$ cat config.mk
export PLATFORM = sky130hd
export DESIGN_NAME = barrel_shifter_seq_logical_flat
export DESIGN_NICKNAME = d
export VERILOG_FILES = /design/src/rtl/barrel_shifter_seq_logical_if.sv /design/src/rtl/barrel_shifter_seq_logical.sv /design/src/flat_wrapper.sv
export SDC_FILE = /design/constraint.sdc
export NUM_CORES = 1
export LEC_CHECK = 0
export BUFFER_PORTS_ARGS = -buffer_cell sky130_fd_sc_hd__buf_2
export CORE_UTILIZATION = 47
export CTS_CLUSTER_SIZE = 16
export DETAILED_ROUTE_END_ITERATION = 12
export PLACE_DENSITY = 0.76
export SYNTH_ARGS = -nofsm -noshare
export SYNTH_HDL_FRONTEND = slang
export SYNTH_SLANG_ARGS = --single-unit
$ cat constraint.sdc
create_clock -name clk -period 1.64 [get_ports clk]
set_input_delay 0.328 -clock clk [delete_from_list [all_inputs] [get_ports clk]]
set_output_delay 0.328 -clock clk [all_outputs]
set_load 0.02 [all_outputs]
$ cat src/rtl/barrel_shifter_seq_logical_if.sv
// Operand/result bundle for the sequential logical shifter.
interface barrel_shifter_seq_logical_if #(
    parameter int unsigned WIDTH = 4,
    parameter int unsigned SHW   = 2
);
    logic             start;
    logic [WIDTH-1:0] din;
    logic [SHW-1:0]   sh_amt;
    logic             dir;
    logic             busy;
    logic             done;
    logic [WIDTH-1:0] dout;

    // Requester side: issues operands, observes status and result.
    modport master (
        output start,
        output din,
        output sh_amt,
        output dir,
        input  busy,
        input  done,
        input  dout
    );

    // Shifter side.
    modport slave (
        input  start,
        input  din,
        input  sh_amt,
        input  dir,
        output busy,
        output done,
        output dout
    );
endinterface

$ cat src/rtl/barrel_shifter_seq_logical.sv
// Multi-cycle logical shifter: one bit position per clock, zero fill,
// start/busy handshake in, single-cycle done pulse out.
module barrel_shifter_seq_logical #(
    parameter int unsigned WIDTH = 4,
    parameter int unsigned SHW   = 2
) (
    input  logic                          clk,
    input  logic                          rst_n,
    barrel_shifter_seq_logical_if.slave   bus
);

    typedef enum logic {
        IDLE  = 1'b0,
        SHIFT = 1'b1
    } state_t;

    state_t           state;
    logic [WIDTH-1:0] data;
    logic [SHW-1:0]   cnt;
    logic             dir_r;
    logic             busy_r;
    logic             done_r;
    logic [WIDTH-1:0] dout_r;

    assign bus.busy = busy_r;
    assign bus.done = done_r;
    assign bus.dout = dout_r;

    // Control FSM and datapath: accept in IDLE, shift until count reaches zero, then publish.
    always_ff @(posedge clk or negedge rst_n) begin
        if (!rst_n) begin
            state  <= IDLE;
            data   <= '0;
            cnt    <= '0;
            dir_r  <= 1'b0;
            busy_r <= 1'b0;
            done_r <= 1'b0;
            dout_r <= '0;
        end else begin
            done_r <= 1'b0;
            case (state)
                IDLE: begin
                    if (bus.start) begin
                        data   <= bus.din;
                        cnt    <= bus.sh_amt;
                        dir_r  <= bus.dir;
                        busy_r <= 1'b1;
                        state  <= SHIFT;
                    end
                end
                SHIFT: begin
                    if (cnt != '0) begin
                        if (dir_r) begin
                            data <= {1'b0, data[WIDTH-1:1]};
                        end else begin
                            data <= {data[WIDTH-2:0], 1'b0};
                        end
                        cnt <= cnt - SHW'(1);
                    end else begin
                        dout_r <= data;
                        done_r <= 1'b1;
                        busy_r <= 1'b0;
                        state  <= IDLE;
                    end
                end
                default: begin
                    state  <= IDLE;
                    busy_r <= 1'b0;
                end
            endcase
        end
    end

endmodule

$ cat src/flat_wrapper.sv
// flat-port wrapper written by rule: the top's interface ports become plain ports
module barrel_shifter_seq_logical_flat 
#(
    parameter int unsigned WIDTH = 4,
    parameter int unsigned SHW   = 2
)
  (clk, rst_n, bus_start, bus_din, bus_sh_amt, bus_dir, bus_busy, bus_done, bus_dout);
  barrel_shifter_seq_logical_if #(.WIDTH(WIDTH), .SHW(SHW)) bus_i ();
  input  logic clk;
  input  logic rst_n;
  input wire logic [$bits(bus_i.start)-1:0] bus_start;
  input wire logic [$bits(bus_i.din)-1:0] bus_din;
  input wire logic [$bits(bus_i.sh_amt)-1:0] bus_sh_amt;
  input wire logic [$bits(bus_i.dir)-1:0] bus_dir;
  output wire logic [$bits(bus_i.busy)-1:0] bus_busy;
  output wire logic [$bits(bus_i.done)-1:0] bus_done;
  output wire logic [$bits(bus_i.dout)-1:0] bus_dout;
  assign bus_i.start = bus_start;
  assign bus_i.din = bus_din;
  assign bus_i.sh_amt = bus_sh_amt;
  assign bus_i.dir = bus_dir;
  assign bus_busy = bus_i.busy;
  assign bus_done = bus_i.done;
  assign bus_dout = bus_i.dout;
  barrel_shifter_seq_logical #(.WIDTH(WIDTH), .SHW(SHW)) u_core (.clk(clk), .rst_n(rst_n), .bus(bus_i));
endmodule
==> metrics.md, run 1 <==
| Metric | Value |
|---|---|
| Top_reg_cell synth | dfrtp_1 |
| Setup bufs post-CTS | 0 |
| Drt total wl | 1030 um |
| Post-synthesis register bit count | 14 |
| Starting DRC count in detailed routing | 4 |
| Post-synthesis sequential area ratio | 53.0% |
| RR Endpoint | u_core.data[0]$_DFFE_PN0P_ |
| Area of the multi-input gates | 277 um2 |
| Hold Slack | 280 ps |
| H-tree Lvls | 1 |
| Max Fclk | 693 MHz |
| Post-synth EDFFs | 0 |
| Dominant cells by area after synthesis | dfrtp_1, mux2_2, mux2i_1, mux2_4, ha_1 |
| Fraction of the cycle the final worst path needs | 87.9% |
| Core area | 1300 um2 |
| CP Capture Type | flop |
| Clk sinks | 14 |
| Netlist cell types | 17 |
| Die ar. | 1560 um2 |
| Worst EP arrival | 1610 ps |
| Synth top area share | 53.0% |
| WP data required | 1810 ps |
| Crit Path Class | reg2reg |
| Reg2reg path depth | 5 |
| Cell area power density | 2120 nW/um2 |
| Clock Pin Slew Worst Setup and Hold Paths | 90 ps |
| Internal Pwr Total | 1.07 mW |
| Worst-Margin Slew | 357 ps |
| Gp weighted congestion | 0.738 |
| Clk buf depth | 2 |
| R2r setup slk | 200 ps |
| Sw Share | 36.4% |
| Global-route wire length before repair | 1550 um |
| Final Max Tran Viols | 0 |
| Synth warn | 0 |
| Post-synthesis cell area | 661 um2 |
| Clock power frac | 14.8% |
| Die W | 39.5 um |
| ANT nets after route | 0 |
| All-layer global routing usage | 15.6% |
| Port bufs | 15 |
| DR vias | 432 |
| Post-route minimum period | 1440 ps |
| Wire length per cell | 12.1 um |
| Initial core utilization | 50.8% |
| Filler Cell Count | 112 |
| Largest net degree at the start of global routing | 15 |
| Post-CTS sizing | 0 |
| Mapped Cells | 51 |
| Ant. Diodes | 0 |
| Via density | 5.08 |
| Syn_area_per_cell | 13.0 um2 |
| FF+latch area | 350 um2 |
| Hold Path Sink | u_core.dir_r$_DFFE_PN0P_ |
| Power share of the combinational group | 45.9% |
| Antenna violations before repair | 0 |
| FFs w/ async S/R, synth | 100% |
| Tot Pwr | 1.68 mW |
| CTS tree | built |
| Area grow syn2layout | 19.5% |
| Die Y | 39.5 um |
| Worst Path Max Fanout | 4 |
| Final setup violating endpoints | 0 |
| I/O pin count | 16 |
| Most numerous cell in the Yosys netlist | dfrtp_1 |
| Skew-Pair Late Insertion Delay | 270 ps |
| Leakage | 0.420 nW |
| Num rows | 13 |
| Critical Path Source Type | flop |
| Slew headroom | 76.2% |
| Worst Hold Launch | bus_dir |
| Status | finished clean |
| Vias in the first global route | 367 |
| Worst hold stages | 2 |
| DR pass1 iterations | 2 |
| Sw Pwr | 611 uW |
| Sequential share of power | 39.3% |
| Layout cells sized above 1 | 42.9% |
| RSZ-0062 raised after global routing | false |
| Final TNS setup | 0 ps |
| Final Skew | 0.405 ps |
| Post-DP HPWL | 784 um |
| Post-synthesis net count | 63 |
| Area leader, netlist | dfrtp_1 |
| Root buffer cell | clkbuf_4 |
| Hold Vio Cnt, Final | 0 |
| TritonCTS buffer count | 3 |
| Hold buffers post-CTS | 1 |
| Commonest cells in the netlist | dfrtp_1, mux2_2, inv_1 |
| Peak VDD IR | 900 uV |
| Number of nets in the layout | 83 |
| Min-Delay Path Class | in2reg |
| Reg-to-reg critical path startpoint | u_core.cnt[0]$_DFFE_PN0P_ |
| Total congestion overflow | 0 |
| Max-cap violations | 0 |
| # DRC | 0 |
-- stage by stage --
| step | setup WS (ps) | utilization (%) | std cells | instance area (um2) |
|---|---|---|---|---|
| 3_5_place_dp | 202 | 57.1 | 80 | 743 |
| 3_3_place_gp | 261 | 57.1 | 80 | 743 |
| 4_1_cts | 197 | 60.7 | 85 | 790 |
| 2_1_floorplan | 293 | - | 51 | 661 |
| 5_1_grt | 166 | 60.7 | 85 | 790 |
| 6_report | 198 | 60.7 | 85 | 790 |
-- kinds of logic (layout without fill, tap and decap cells) --
logic type                 Yosys count  after routing  share of synthesized area [%]
muxes                               13             13                           22.5
buffers and inverters                7             26                           5.11
adders and majority gates            2              2                           3.79
and+or+nand+nor                      8              8                           8.14
AOI/OAI and AO/OA                    7              7                           7.39
DFF                                 14             14                           53.0
-- power by group through the flow --
stage                     clock network [mW]  logic [mW]  registers [mW]
final                                  0.248       0.770           0.658
after global routing                   0.263       0.844           0.691
after CTS                              0.247       0.785           0.662
after detailed placement                   0       0.782           0.669
after global placement                     0       0.760           0.661
after floorplan                            0       0.587           0.701
-- critical path: stages (launching register included) --
cell and delay [ps]:
dfrtp_1 340, inv_1 70, ha_1 200, nand2b_1 210
a32o_1 250, mux2_4 250
-- metal layers --
layer  routed length [um]  GRT usage [%]  up-vias
met4                   12           7.76        0
met1                  496           20.2      205
li1                     -              -      214
met3                   44           3.41        2
met5                    0              0        -
met2                  471           24.2       11
-- layout by cell type (no fill, tap or decap), types with 2 or more instances in the layout --
master,instances
ha_1,2
inv_1,6
mux2i_1,4
mux2_2,7
a2bb2oi_1,2
mux2_4,2
o21ai_0,3
dfrtp_1,14
clkbuf_4,3
nand2_1,3
buf_2,15
-- final cells by class --
type	instances	area share, %
sequential	14	44.4
multi-input combinational	30	35.0
timing repair buffer	16	10.8
clock buffer	4	4.60
inverter	6	2.85
tap	15	2.38
-- state kept, by name (all words and copies together) (netlist names) --
name and cells:
u_core.bus.busy 1, u_core.bus.done 1, u_core.bus.dout 4, u_core.cnt 2, u_core.data 4, u_core.dir_r 1, u_core.state 1
-- worst max path at each step --
stage / end / cells after the start / start / slack [ps]
2_1_floorplan: u_core.data[0]$_DFFE_PN0P_ / 5 / u_core.cnt[0]$_DFFE_PN0P_ / 290
3_3_place_gp: u_core.data[0]$_DFFE_PN0P_ / 5 / u_core.cnt[0]$_DFFE_PN0P_ / 260
3_5_place_dp: u_core.data[0]$_DFFE_PN0P_ / 5 / u_core.cnt[0]$_DFFE_PN0P_ / 200
4_1_cts: u_core.data[0]$_DFFE_PN0P_ / 5 / u_core.cnt[0]$_DFFE_PN0P_ / 200
5_1_grt: u_core.data[0]$_DFFE_PN0P_ / 5 / u_core.cnt[0]$_DFFE_PN0P_ / 170
6_report: u_core.data[0]$_DFFE_PN0P_ / 5 / u_core.cnt[0]$_DFFE_PN0P_ / 200
(Power assumes the default switching activity.)
==> run 2, diff against run 1 <==
--- a/config.mk
+++ b/config.mk
@@ -5,6 +5,7 @@
 export SDC_FILE = /design/constraint.sdc
 export NUM_CORES = 1
 export LEC_CHECK = 0
+export ABC_AREA = 1
 export BUFFER_PORTS_ARGS = -buffer_cell sky130_fd_sc_hd__buf_2
 export CORE_UTILIZATION = 47
 export CTS_CLUSTER_SIZE = 16
==> run 2 against run 1 <==
  * Worst setup slack better by 12 ps
  * Global-route usage is 6.3 points higher
  * Utilization fell by 0.19 points
  * Highest routed layer unchanged
==> metrics.md, run 2 <==
| Metric | Value |
|---|---|
| WP data required | 1790 ps (-20 ps) |
| TritonCTS buffer count | 3 (unchanged) |
| Ant. Diodes | 0 (unchanged) |
| I/O pin count | 16 (unchanged) |
| Die Y | 39.5 um (about the same) |
| Vias in the first global route | 505 (+38%) |
| Largest net degree at the start of global routing | 15 (unchanged) |
| Min-Delay Path Class | in2reg |
| Skew-Pair Late Insertion Delay | 280 ps (about the same) |
| Synth warn | 0 (unchanged) |
| Post-synthesis sequential area ratio | 52.9% (-0.10 points) |
| Sequential share of power | 37.9% (-1.4 points) |
| Core area | 1300 um2 (unchanged) |
| Area leader, netlist | dfrtp_1 |
| CP Capture Type | flop |
| Post-route minimum period | 1430 ps (-11.9 ps) |
| Port bufs | 15 (unchanged) |
| Sw Share | 43.5% (+7.1 points) |
| Dominant cells by area after synthesis | dfrtp_1, nand2_1, o21ai_0, inv_1, ha_1 |
| Cell area power density | 2040 nW/um2 (-3.9%) |
| Worst-Margin Slew | 372 ps (+15.9 ps) |
| Num rows | 13 (unchanged) |
| Clock Pin Slew Worst Setup and Hold Paths | 90 ps (about the same) |
| Commonest non-fill, non-tap cells in the layout | nand2_1, buf_2, dfrtp_1 |
| Final setup violating endpoints | 0 (unchanged) |
| FFs w/ async S/R, synth | 100% (unchanged) |
| Die ar. | 1560 um2 (+0.18%) |
| Max Fclk | 699 MHz (+0.83%) |
| Drt total wl | 1280 um (+24%) |
| Crit Path Class | reg2reg |
| Internal Pwr Total | 907 uW (-15%) |
| Commonest non-fill, non-tap cell in the layout | nand2_1 |
| Hold Vio Cnt, Final | 0 (unchanged) |
| Die W | 39.5 um (about the same) |
| Area grow syn2layout | 18.9% |
| Sw Pwr | 699 uW (+14%) |
| Commonest cells in the netlist | nand2_1, dfrtp_1, inv_1, o21ai_0, nor2_1 |
| Netlist cell types | 12 (-5) |
| Top_reg_cell synth | dfrtp_1 |
| Worst EP arrival | 1580 ps (-30 ps) |
| Post-synth EDFFs | 0 (unchanged) |
| Clk buf depth | 2 (unchanged) |
| Mapped Cells | 78 (+53%) |
| Slew headroom | 75.1% (-1.1 points) |
| Final Max Tran Viols | 0 (unchanged) |
| Tot Pwr | 1.61 mW (-4.2%) |
| Root buffer cell | clkbuf_4 |
| DR pass1 iterations | 4 (+2) |
| Initial core utilization | 50.9% (+0.096 points) |
| Final TNS setup | 0 ps (unchanged) |
| Worst setup margin | 210 ps (+11.9 ps) |
| Clock power frac | 15.5% (+0.7 points) |
| Leakage | 0.433 nW (+3.2%) |
| Starting DRC count in detailed routing | 11 (+7) |
| Post-synthesis cell area | 662 um2 (+0.19%) |
| Synth top area share | 52.9% (-0.10 points) |
| ANT nets after route | 0 (unchanged) |
| Clk sinks | 14 (unchanged) |
| # DRC | 0 (unchanged) |
| Final Skew | 7.80 ps (+7.40 ps) |
| Worst Path Max Fanout | 11 (+7) |
| Via density | 5.00 (-1.6%) |
| Post-place setup slack | 208 ps (+6.38 ps) |
| Setup bufs post-CTS | 0 (unchanged) |
| H-tree Lvls | 1 (unchanged) |
| All-layer global routing usage | 22.0% (+6.3 points) |
| DR vias | 560 (+30%) |
| Post-CTS sizing | 0 (unchanged) |
| Gp weighted congestion | 0.894 (+21%) |
| Post-synthesis register bit count | 14 (unchanged) |
| Layout cells sized above 1 | 25.8% (-17 points) |
| Post-synthesis net count | 90 (+43%) |
| Number of nets in the layout | 110 (+33%) |
| Status | finished clean |
| Total congestion overflow | 0 (unchanged) |
| Antenna violations before repair | 0 (unchanged) |
| Fraction of the cycle the final worst path needs | 87.2% (-0.73 points) |
| Power share of the combinational group | 46.6% (+0.7 points) |
| Most numerous cell in the Yosys netlist | nand2_1 |
| Max-cap violations | 0 (unchanged) |
| Post-DP HPWL | 942 um (+20%) |
| Peak VDD IR | 1020 uV (+14%) |
| RSZ-0062 raised after global routing | false |
| Wire length per cell | 11.4 um (-5.7%) |
| Global-route wire length before repair | 2150 um (+38%) |
| Syn_area_per_cell | 8.49 um2 (-34%) |
| CTS tree | built |
| Critical Path Source Type | flop |
-- run 2: changes by cell type after synthesis, moves of 3 or more --
cell	delta
nor2_2	+3
nand2_1	+16
nor2_1	+5
o21ai_0	+8
nand3_1	+4
a21oi_1	+4
mux2i_1	-4
mux2_2	-7
inv_1	+5
-- run 2: layout make-up --
cell class	count	area [um2]
fill	129	514
sequential	14	350
multi-input combinational	51	248
timing repair buffer	17	92.6
inverter	11	41.3
clock buffer	4	36.3
tap	15	18.8
-- run 2: path summary, 6_finish.rpt --
kind                                                     start                             end  slack [ps]  depth (start not counted)
worst max register to register       u_core.cnt[0]$_DFFE_PN0P_      u_core.data[3]$_DFFE_PN0P_         210                          6
max in group asynchronous                                rst_n     u_core.bus.busy$_DFFE_PN0P_         950                          2
worst min-delay path                                   bus_dir        u_core.dir_r$_DFFE_PN0P_         280                          3
min in group asynchronous                                rst_n       u_core.bus.done$_DFF_PN0_         450                          2
worst min register to register  u_core.bus.dout[3]$_DFFE_PN0P_  u_core.bus.dout[3]$_DFFE_PN0P_         500                          2
worst max-delay path                 u_core.cnt[0]$_DFFE_PN0P_      u_core.data[3]$_DFFE_PN0P_         210                          6
-- run 2: layer usage --
metal	share of wire, %	global-route usage [%]	vias up
li1	-	-	280
met1	45	27.1	251
met3	6.7	9.09	7
met5	0	0	-
met2	45	29.9	22
met4	3.3	16.4	0
-- run 2: cell families (layout without fill, tap and decap cells) --
logic type | Yosys count | after routing | synth area share (%)
DFF | 14 | 14 | 52.9
and+or+nand+nor | 33 | 33 | 21.0
AOI/OAI and AO/OA | 16 | 16 | 12.7
buffers and inverters | 13 | 32 | 9.64
adders and majority gates | 2 | 2 | 3.78
-- run 2: what timing repair did --
| action | 4_1_cts | 5_1_grt |
|---|---|---|
| endpoints found under the setup margin | 0 | 0 |
| endpoints found under the hold margin | 14 | 0 |
| hold buffers | 1 | 0 |
-- run 2: critical path, cell delays in order, from the launching register on --
cell     delay (ps)
dfrtp_1         350
inv_1            70
ha_1            210
nand2_2         140
inv_1            90
nor2_2          310
o21ai_0         140
-- run 2: power groups by stage --
stage	clock (mW)	combinational (mW)	sequential, mW
floorplan	0	0.527	0.669
global placement	0	0.726	0.611
detailed placement	0	0.746	0.617
CTS	0.253	0.754	0.611
global route	0.277	0.856	0.632
finish	0.250	0.748	0.609
-- run 2: stage by stage --
stage / area [um2] / hold WS, ps / instances / util, %
floorplan: 662 / 32.4 / 78 / -
global placement: 741 / 236 / 107 / 56.9
detailed placement: 741 / 240 / 107 / 56.9
CTS: 787 / 285 / 112 / 60.5
global route: 787 / 288 / 112 / 60.5
finish: 787 / 282 / 112 / 60.5
